`config.mk`:
```
export PLATFORM = sky130hd
export DESIGN_NAME = fieldstore_ctl
export DESIGN_NICKNAME = d
export VERILOG_FILES = /design/src/rtl/fieldstore_ctl.sv
export SDC_FILE = /design/constraint.sdc
export NUM_CORES = 1
export LEC_CHECK = 0
export CAP_MARGIN = 25
export CORE_MARGIN = 2
export CORE_UTILIZATION = 56
export DETAILED_ROUTE_END_ITERATION = 10
export HOLD_SLACK_MARGIN = 0.12
export PLACE_DENSITY = 0.82
export SLEW_MARGIN = 15
export SYNTH_ARGS = -nofsm -noshare
export SYNTH_HDL_FRONTEND = slang
export SYNTH_SLANG_ARGS = --single-unit
```
`constraint.sdc`:
```
create_clock -name clk -period 5.2 [get_ports clk]
set_input_delay 0.52 -clock clk [delete_from_list [all_inputs] [get_ports clk]]
set_output_delay 0.52 -clock clk [all_outputs]
set_load 0.01 [all_outputs]
```
`src/rtl/fieldstore_ctl.sv`:
```
// fieldstore_ctl
// Sequencer for MIX partial-field stores (STA/STX/ST1-6/STJ/STZ). One store
// command is accepted from the control unit. The block then owns the memory
// port until the command finishes. It reads the target word, merges the
// rightmost register bytes into field (L:R), and writes the merged word back.
// A full-word field (0:5) skips the read. An invalid field (L>R or R>5) ends
// the command with an error and makes no memory access.
//
// Ports
//   clk, rst          clock, synchronous active-high reset
//   start             command strobe, sampled only in IDLE
//   addr/reg_in/field command operands, latched on an accepted start
//   busy              high from the cycle after start through DONE
//   done, err         one-cycle completion pulse; err marks an invalid field
//   mem_*             memory request port
//   dbg_state         current sequencer state, for observation only
//
// Memory handshake: mem_req stays high, with mem_we/mem_addr/mem_wdata
// stable, until the first cycle in which mem_ack=1 is sampled. That edge
// completes the transfer. mem_req is low in the following cycle. mem_ack is
// ignored whenever no request is outstanding.
module fieldstore_ctl #(
  parameter int ADDR_W = 12
) (
  input  logic              clk,
  input  logic              rst,
  input  logic              start,
  input  logic [ADDR_W-1:0] addr,
  input  logic [30:0]       reg_in,
  input  logic [5:0]        field,
  output logic              busy,
  output logic              done,
  output logic              err,
  output logic              mem_req,
  output logic              mem_we,
  output logic [ADDR_W-1:0] mem_addr,
  output logic [30:0]       mem_wdata,
  input  logic [30:0]       mem_rdata,
  input  logic              mem_ack,
  output logic [2:0]        dbg_state
);

  typedef enum logic [2:0] {
    IDLE  = 3'd0,
    CHK   = 3'd1,
    RD    = 3'd2,
    MERGE = 3'd3,
    WR    = 3'd4,
    DONE  = 3'd5
  } state_t;

  state_t            state_q, state_d;
  logic              busy_q, busy_d;
  logic              done_q, done_d;
  logic              err_q, err_d;
  logic              req_q, req_d;
  logic              we_q, we_d;
  logic [ADDR_W-1:0] addr_q, addr_d;
  logic [30:0]       wdata_q, wdata_d;
  logic [30:0]       reg_q, reg_d;
  logic [5:0]        field_q, field_d;
  logic [30:0]       rdata_q, rdata_d;
  logic              field_bad;

  // Byte k (k=1..5) sits at bits [35-6k:30-6k]; the sign is bit 30.
  // Field bytes [max(L,1)..R] take the rightmost register bytes, so byte k
  // takes register byte k+5-R. The sign changes only when L=0.
  function automatic logic [30:0] merge_word(input logic [30:0] m,
                                             input logic [30:0] r,
                                             input logic [2:0]  l,
                                             input logic [2:0]  rr);
    logic [30:0] res;
    int          lp;
    int          rp;
    int          j;
    res = m;
    rp  = int'(rr);
    lp  = (l == 3'd0) ? 1 : int'(l);
    if (l == 3'd0) res[30] = r[30];
    for (int k = 1; k <= 5; k++) begin
      if (k >= lp && k <= rp) begin
        j = k + 5 - rp;
        res[30-6*k +: 6] = r[30-6*j +: 6];
      end
    end
    return res;
  endfunction

  assign field_bad = (field_q[5:3] > field_q[2:0]) || (field_q[2:0] > 3'd5);

  always_comb begin
    state_d = state_q;
    busy_d  = busy_q;
    done_d  = 1'b0;
    err_d   = 1'b0;
    req_d   = req_q;
    we_d    = we_q;
    addr_d  = addr_q;
    wdata_d = wdata_q;
    reg_d   = reg_q;
    field_d = field_q;
    rdata_d = rdata_q;
    case (state_q)
      IDLE: begin
        if (start) begin
          addr_d  = addr;
          reg_d   = reg_in;
          field_d = field;
          busy_d  = 1'b1;
          state_d = CHK;
        end
      end
      CHK: begin
        if (field_bad) begin
          done_d  = 1'b1;
          err_d   = 1'b1;
          state_d = DONE;
        end else if (field_q == 6'd5) begin
          // Whole word replaced: no read needed.
          wdata_d = reg_q;
          req_d   = 1'b1;
          we_d    = 1'b1;
          state_d = WR;
        end else begin
          req_d   = 1'b1;
          we_d    = 1'b0;
          state_d = RD;
        end
      end
      RD: begin
        if (mem_ack) begin
          rdata_d = mem_rdata;
          req_d   = 1'b0;
          state_d = MERGE;
        end
      end
      MERGE: begin
        wdata_d = merge_word(rdata_q, reg_q, field_q[5:3], field_q[2:0]);
        req_d   = 1'b1;
        we_d    = 1'b1;
        state_d = WR;
      end
      WR: begin
        if (mem_ack) begin
          req_d   = 1'b0;
          we_d    = 1'b0;
          done_d  = 1'b1;
          state_d = DONE;
        end
      end
      DONE: begin
        busy_d  = 1'b0;
        state_d = IDLE;
      end
      default: begin
        busy_d  = 1'b0;
        req_d   = 1'b0;
        we_d    = 1'b0;
        state_d = IDLE;
      end
    endcase
  end

  always_ff @(posedge clk) begin
    if (rst) begin
      state_q <= IDLE;
      busy_q  <= 1'b0;
      done_q  <= 1'b0;
      err_q   <= 1'b0;
      req_q   <= 1'b0;
      we_q    <= 1'b0;
      addr_q  <= '0;
      wdata_q <= '0;
      reg_q   <= '0;
      field_q <= '0;
      rdata_q <= '0;
    end else begin
      state_q <= state_d;
      busy_q  <= busy_d;
      done_q  <= done_d;
      err_q   <= err_d;
      req_q   <= req_d;
      we_q    <= we_d;
      addr_q  <= addr_d;
      wdata_q <= wdata_d;
      reg_q   <= reg_d;
      field_q <= field_d;
      rdata_q <= rdata_d;
    end
  end

  assign busy      = busy_q;
  assign done      = done_q;
  assign err       = err_q;
  assign mem_req   = req_q;
  assign mem_we    = we_q;
  assign mem_addr  = addr_q;
  assign mem_wdata = wdata_q;
  assign dbg_state = state_q;

endmodule
```
# After elaboration in Yosys (flattened, before gate mapping)
# Cells that the tools add are included.
dict set report totals {
  input_bits 84
  output_inout_bits 51
  romBits 0
  ram_bits 0
  latch_bits 0
  n_memories 0
  ff_bits 119
  word_cells 107
}
dict set report classes {
  addsub 10
  n_div 0
  multipliers 5
  magnitude_cmp 12
  n_reduce_logical 21
  bitwise_logic 4
  n_eq_ne 12
  shifts 5
  muxes 27
}
# cell count
set ops {}
lappend ops {{variable part select 31 x 10 -> 6 bit} 3}
lappend ops {{two-way mux 31 bit} 2}
lappend ops {{case mux 31 bit (2 select lines)} 1}
lappend ops {{variable part select 31 x 9 -> 6 bit} 2}
lappend ops {{two-way mux 6 bit} 5}
lappend ops {{subtractor 6 x 9 -> 10 bit, first input constant} 3}
lappend ops {{multiplier 3 x 5 -> 8 bit, first input constant} 3}
lappend ops {{two-way mux 3 bit} 6}
lappend ops {{subtractor 6 x 8 -> 9 bit, first input constant} 2}
lappend ops {{case mux 3 bit (5 select lines)} 1}
lappend ops {{subtractor 4 x 3 -> 5 bit, first input constant} 3}
lappend ops {{multiplier 3 x 4 -> 7 bit, first input constant} 2}
lappend ops {{AND reduction 3 bit} 4}
lappend ops {{!= test 2 bit, second input constant} 5}
lappend ops {{two-way mux 1 bit} 8}
lappend ops {{case mux 1 bit (4 select lines)} 2}
lappend ops {{subtractor 3 x 3 -> 4 bit, first input constant} 2}
lappend ops {{equality test 3 x 2 -> 1 bit, second input constant} 2}
lappend ops {{equality test 3 bit, second input constant} 2}
lappend ops {{equality test 6 x 3 -> 1 bit, second input constant} 1}
lappend ops {{>= comparator 2 x 3 -> 1 bit, first input constant} 2}
lappend ops {{>= comparator 3 bit, first input constant} 2}
lappend ops {{less-or-equal comparator 2 x 3 -> 1 bit, first input constant} 2}
lappend ops {{less-or-equal comparator 3 bit, first input constant} 2}
lappend ops {{other kinds (16)} 29}

# Longest topological paths before layout
dict set report logic_depth {
  depth_word 6
  mapped_depth 20
  mapped_depth_nobuf 13
}

# Worst setup path before layout
# Ideal clock, no wire load.
dict set report synth_timing {
  kind {reg-to-reg}
  start {reg field_q[0]}
  end {reg wdata_q[5], in the netlist mem_wdata[5]}
  n_path_buf 8
  synth_period_minus_slack_ns 4.736
  setup_slack_ns 0.464
  t_arrival_ns 4.648
  setup_ns 0.088
  required_time_ns 5.112
  path_stages_with_launch 20
  cell_sequence {dfxtp_1 > inv_1 > buf_2 > buf_4 > clkbuf_1 > ha_1 > buf_6 > buf_6 > buf_6 > clkinv_1 > buf_2 > ha_1 > ha_1 > fa_1 > clkbuf_1 > a21oi_1 > o21ai_0 > a32oi_1 > or4_1 > a311oi_2}
}
dict set report synth_between {
  elab_chain_cells 6
  elab_cells_between_ends 15
  classes_between {add/sub (2); mul (1); order compare (3); eq/ne (3); shift (1); mux (2); reduce/logical (3)}
}
# element line
set synth_rtl {}
lappend synth_rtl {{start, declared} 61} ;# logic [5:0] field_q, field_d;
lappend synth_rtl {{start signal, assigned} 187} ;# field_q <= field_d;
lappend synth_rtl {{subtractor 4 x 3 -> 5 bit} 82} ;# j = k + 5 - rp;
lappend synth_rtl {{multiplier 3 x 5 -> 8 bit} 83} ;# res[30-6*k +: 6] = r[30-6*j +: 6];
lappend synth_rtl {{subtractor 6 x 9 -> 10 bit} 83}
lappend synth_rtl {{variable part select 31 x 10 -> 6 bit} 83}
lappend synth_rtl {{two-way mux 6 bit} 81} ;# if (k >= lp && k <= rp) begin
lappend synth_rtl {{case mux 31 bit (2 select lines)} 103} ;# case (state_q)
lappend synth_rtl {{end signal, assigned} 185} ;# wdata_q <= wdata_d;
lappend synth_rtl {{end, declared} 59} ;# logic [30:0] wdata_q, wdata_d;
# Several ways; a longest one is shown, not always the timed one.
# A chain may end at the register's enable or synchronous reset.

# Worst setup path in the final report
dict set report layout_timing {
  start {reg field_q[1]}
  end {reg wdata_q[15], in the netlist mem_wdata[15]}
}
# Same word-level chain as after synthesis.

==> results.tsv <==
stage	metric	value	unit
clock_tree	worst skew pair latency	0.43	ns
worst_setup_path	crit end category	flip-flop	
worst_setup_path	flop2flop setup slack	1.02	ns
finish	diode count	0	
synth	EDFF count, synth	0	
worst_setup_path	crit-path cells	inv_1, ha_4, ha_1, inv_1, ha_1, ha_1, fa_1, inv_1, nand2_1, a2111oi_2, and2_1, a221oi_1, nor4_1	
power_and_ir_drop	pwr/cell area	577	nW/um^2
finish	FF+latch area	2390	sq um
clock_tree	buffer type at the clock tree root	clkbuf_16	
synth	fraction of the yosys area taken by sequential cells	25.7	%
global_route	grt ovf	0	
drt	drt wl/cell	23.3	um
power_and_ir_drop	Leakage	3.83	nW
floorplan	num ports	135	
finish	fill cell count	1413	
floorplan	Chip Height	133	um
global_route	global-route wire length before repair	51100	um
drt	WL final	33300	um
status	outcome	complete, no violations	
clock_tree	CTS tree	yes	
synth	syn avg cell area	8.08	sq um
synth	share of flip-flops with an asynchronous set or reset	0	%
drt	TritonRoute pass-1 iters	8	
floorplan	Die W	133	um
worst_setup_path	CP required	5.52	ns
global_route	GRT Overall Usage	37.6	%
placement	Port Buffers	134	
sta	minimum clock period	4.18	ns
drt	number of DRC markers in iteration 0	1079	
global_route	initial antenna violation count	0	
floorplan	core box area	16300	sq um
sta	part of the cycle the worst path needs	80.4	%
clock_tree	cts hold-fix bufs	0	
drt	vias per cell	6.65	
synth	Post-synth top cells	nand2_1 (212), a21oi_1 (123), dfxtp_1 (119)	
global_route	pin count of the biggest net entering global routing	83	
power_and_ir_drop	Sw Ratio	47.1	%
power_and_ir_drop	internal power	0.00340	W
clock_tree	H-tree Lvls	4	
power_and_ir_drop	Seq pwr share	23.8	%
worst_setup_path	Crit Path Class	reg -> reg	
synth	post-synth top area share	25.7	%
job	Max Cap Violations	0	
placement	placed wire-length estimate	23300	um
worst_setup_path	critical path buffer and inverter count	3	
floorplan	Die ar.	17600	sq um
worst_setup_path	Critical Path Fanout Max	12	
placement	Final Wtd Congestion	1.03	
sta	count of pins over their slew limit	0	
sta	Fin. Hold Viols	0	
power_and_ir_drop	total power	0.00643	W
sta	# setup viols final	0	
worst_hold_path	class of the worst hold path	reg -> reg	
synth	Ys Warns	0	
worst_setup_path	cell family with most CP delay	adder cells	
power_and_ir_drop	Comb power frac	55.9	%
sta	setup TNS	0	ns
worst_setup_path	crit path DAT	4.50	ns
sta	clock skew	0.0114	ns
synth	Synth Instances	1145	
floorplan	FP Rows	47	
finish	share of layout cells above drive strength 1	10.5	%
clock_tree	cts bufs inserted	17	
finish	final net count	1318	
global_route	number of global-route vias before repair	9031	
clock_tree	clk sinks	119	
power_and_ir_drop	Psw	0.00302	W
synth	count leader, synth	nand2_1	
drt	Post-route DRC	0	
synth	Synth area leaders	dfxtp_1 (26%), mux4_2 (10%), nand2_1 (8.6%), mux2i_1 (8.0%), a21oi_1 (6.7%)	
sta	Hold Worst Slack	0.452	ns
synth	flops & latches, synth	119	
floorplan	Starting Density	56.6	%
clock_tree	clock slew seen by the registers of the worst setup and hold paths	0.06	ns
synth	Net Count, Synth	1265	
synth	ys flop type	dfxtp_1	
power_and_ir_drop	Clk pwr share	20.3	%
sta	Slew @ Worst Pin	1.05	ns
drt	DRT antenna net count	0	
clock_tree	CTS Buffer Depth	2	
finish	area of the multi-input gates	6250	sq um
drt	Vias	9511	
power_and_ir_drop	peak supply drop	0.000379	V
worst_setup_path	crit-path max cell delay	0.63	ns
synth	area leader, netlist	dfxtp_1	
clock_tree	# resized after CTS	0	
worst_setup_path	highest-delay cell along the critical path	fa_1	
sta	RSZ-0062 raised after global routing	false	
placement	Setup WS pre-CTS	1.06	ns
clock_tree	Post-CTS Setup Inserts	0	
finish	Area Overhead vs Synth	20.3	%
synth	Synth Cell Area	9260	sq um
sta	Worst Setup Slack, final	1.02	ns
worst_setup_path	startpoint types	flip-flop	
synth	synth unique cells	68	
sta	Max Freq	0.239	GHz
sta	max_slew headroom	30.0	%
## registers in the layout (all words and copies together) (netlist names)
signal	flops
mem_wdata	31
rdata_q	31
reg_q	31
mem_addr	12
field_q	6
dbg_state	3
busy	1
done	1
err	1
mem_req	1
mem_we	1
## worst paths after layout
kind | start | end | cells past startpoint
worst min-delay path | mem_addr[1] | mem_addr[1] | 2
worst max-delay path | field_q[1] | mem_wdata[15] | 13
worst min register to register | mem_addr[1] | mem_addr[1] | 2
worst max register to register | field_q[1] | mem_wdata[15] | 13
## kinds of logic after synthesis
family / after synthesis / synth area share [%]
xor+xnor: 12 / 1.45
simple gates: 430 / 21.0
buf+inv: 141 / 7.03
fa+ha+maj: 36 / 5.19
compound gates: 279 / 19.7
mux: 128 / 19.8
flops: 119 / 25.7
## layout by cell type, fill, tap and decap left out, types with 10 or more instances in the layout
cell type,Yosys,layout
nor3_1,41,40
nor2b_1,18,18
nand2_1,212,212
nor2_1,64,63
ha_1,32,31
a21oi_1,123,123
clkbuf_16,0,18
o21ai_0,31,31
clkdlybuf4s50_1,0,133
a211oi_1,25,25
and3_1,10,10
dfxtp_1,119,118
nand3_1,14,14
mux2i_1,74,74
buf_4,11,19
a2111oi_0,10,10
inv_1,18,18
nor4_1,17,17
nand2b_1,16,16
mux4_2,43,43
mux2_2,11,11
## final cells by class
class / instances / area share, %
repair buffers: 153 / 13.4
clock buffers: 21 / 4.42
flip-flops and latches: 119 / 21.4
clock inverters: 11 / 1.43
inverters: 22 / 0.742
well taps: 220 / 2.47
multi-input cells: 885 / 56.1
## layer usage
metal / GRT usage (%) / routed length (um) / vias to the layer above
met3: 8.08 / 3570 / 175
met5: 0 / 0 / -
met2: 58.4 / 14800 / 659
li1: - / - / 4255
met4: 25.6 / 2530 / 0
met1: 46.8 / 12400 / 4422
## worst reg2reg max path: cells and delay by family, from the launching register on
kind            cells  cell delay, ns
fa+ha+maj           5            1.70
simple gates        3            0.59
buf+inv             3            0.66
compound gates      2            0.52
flops               1            0.61
## power groups by stage
stage               clock [W]  sequential, W  combinational [W]
floorplan                   0        0.00125            0.00270
global placement            0        0.00151            0.00346
detailed placement          0        0.00151            0.00348
CTS                   0.00131        0.00149            0.00350
global route          0.00135        0.00153            0.00384
finish                0.00130        0.00153            0.00359
## stage by stage
step | std cells | cell area (sq um) | util, %
finish | 1431 | 11100 | 68.1
global route | 1431 | 11100 | 68.1
CTS | 1431 | 11100 | 68.1
detailed placement | 1399 | 10500 | 64.1
global placement | 1398 | 10500 | 64.0
floorplan | 1145 | 9260 | -
Note: power is estimated with default switching activity, not from simulation.
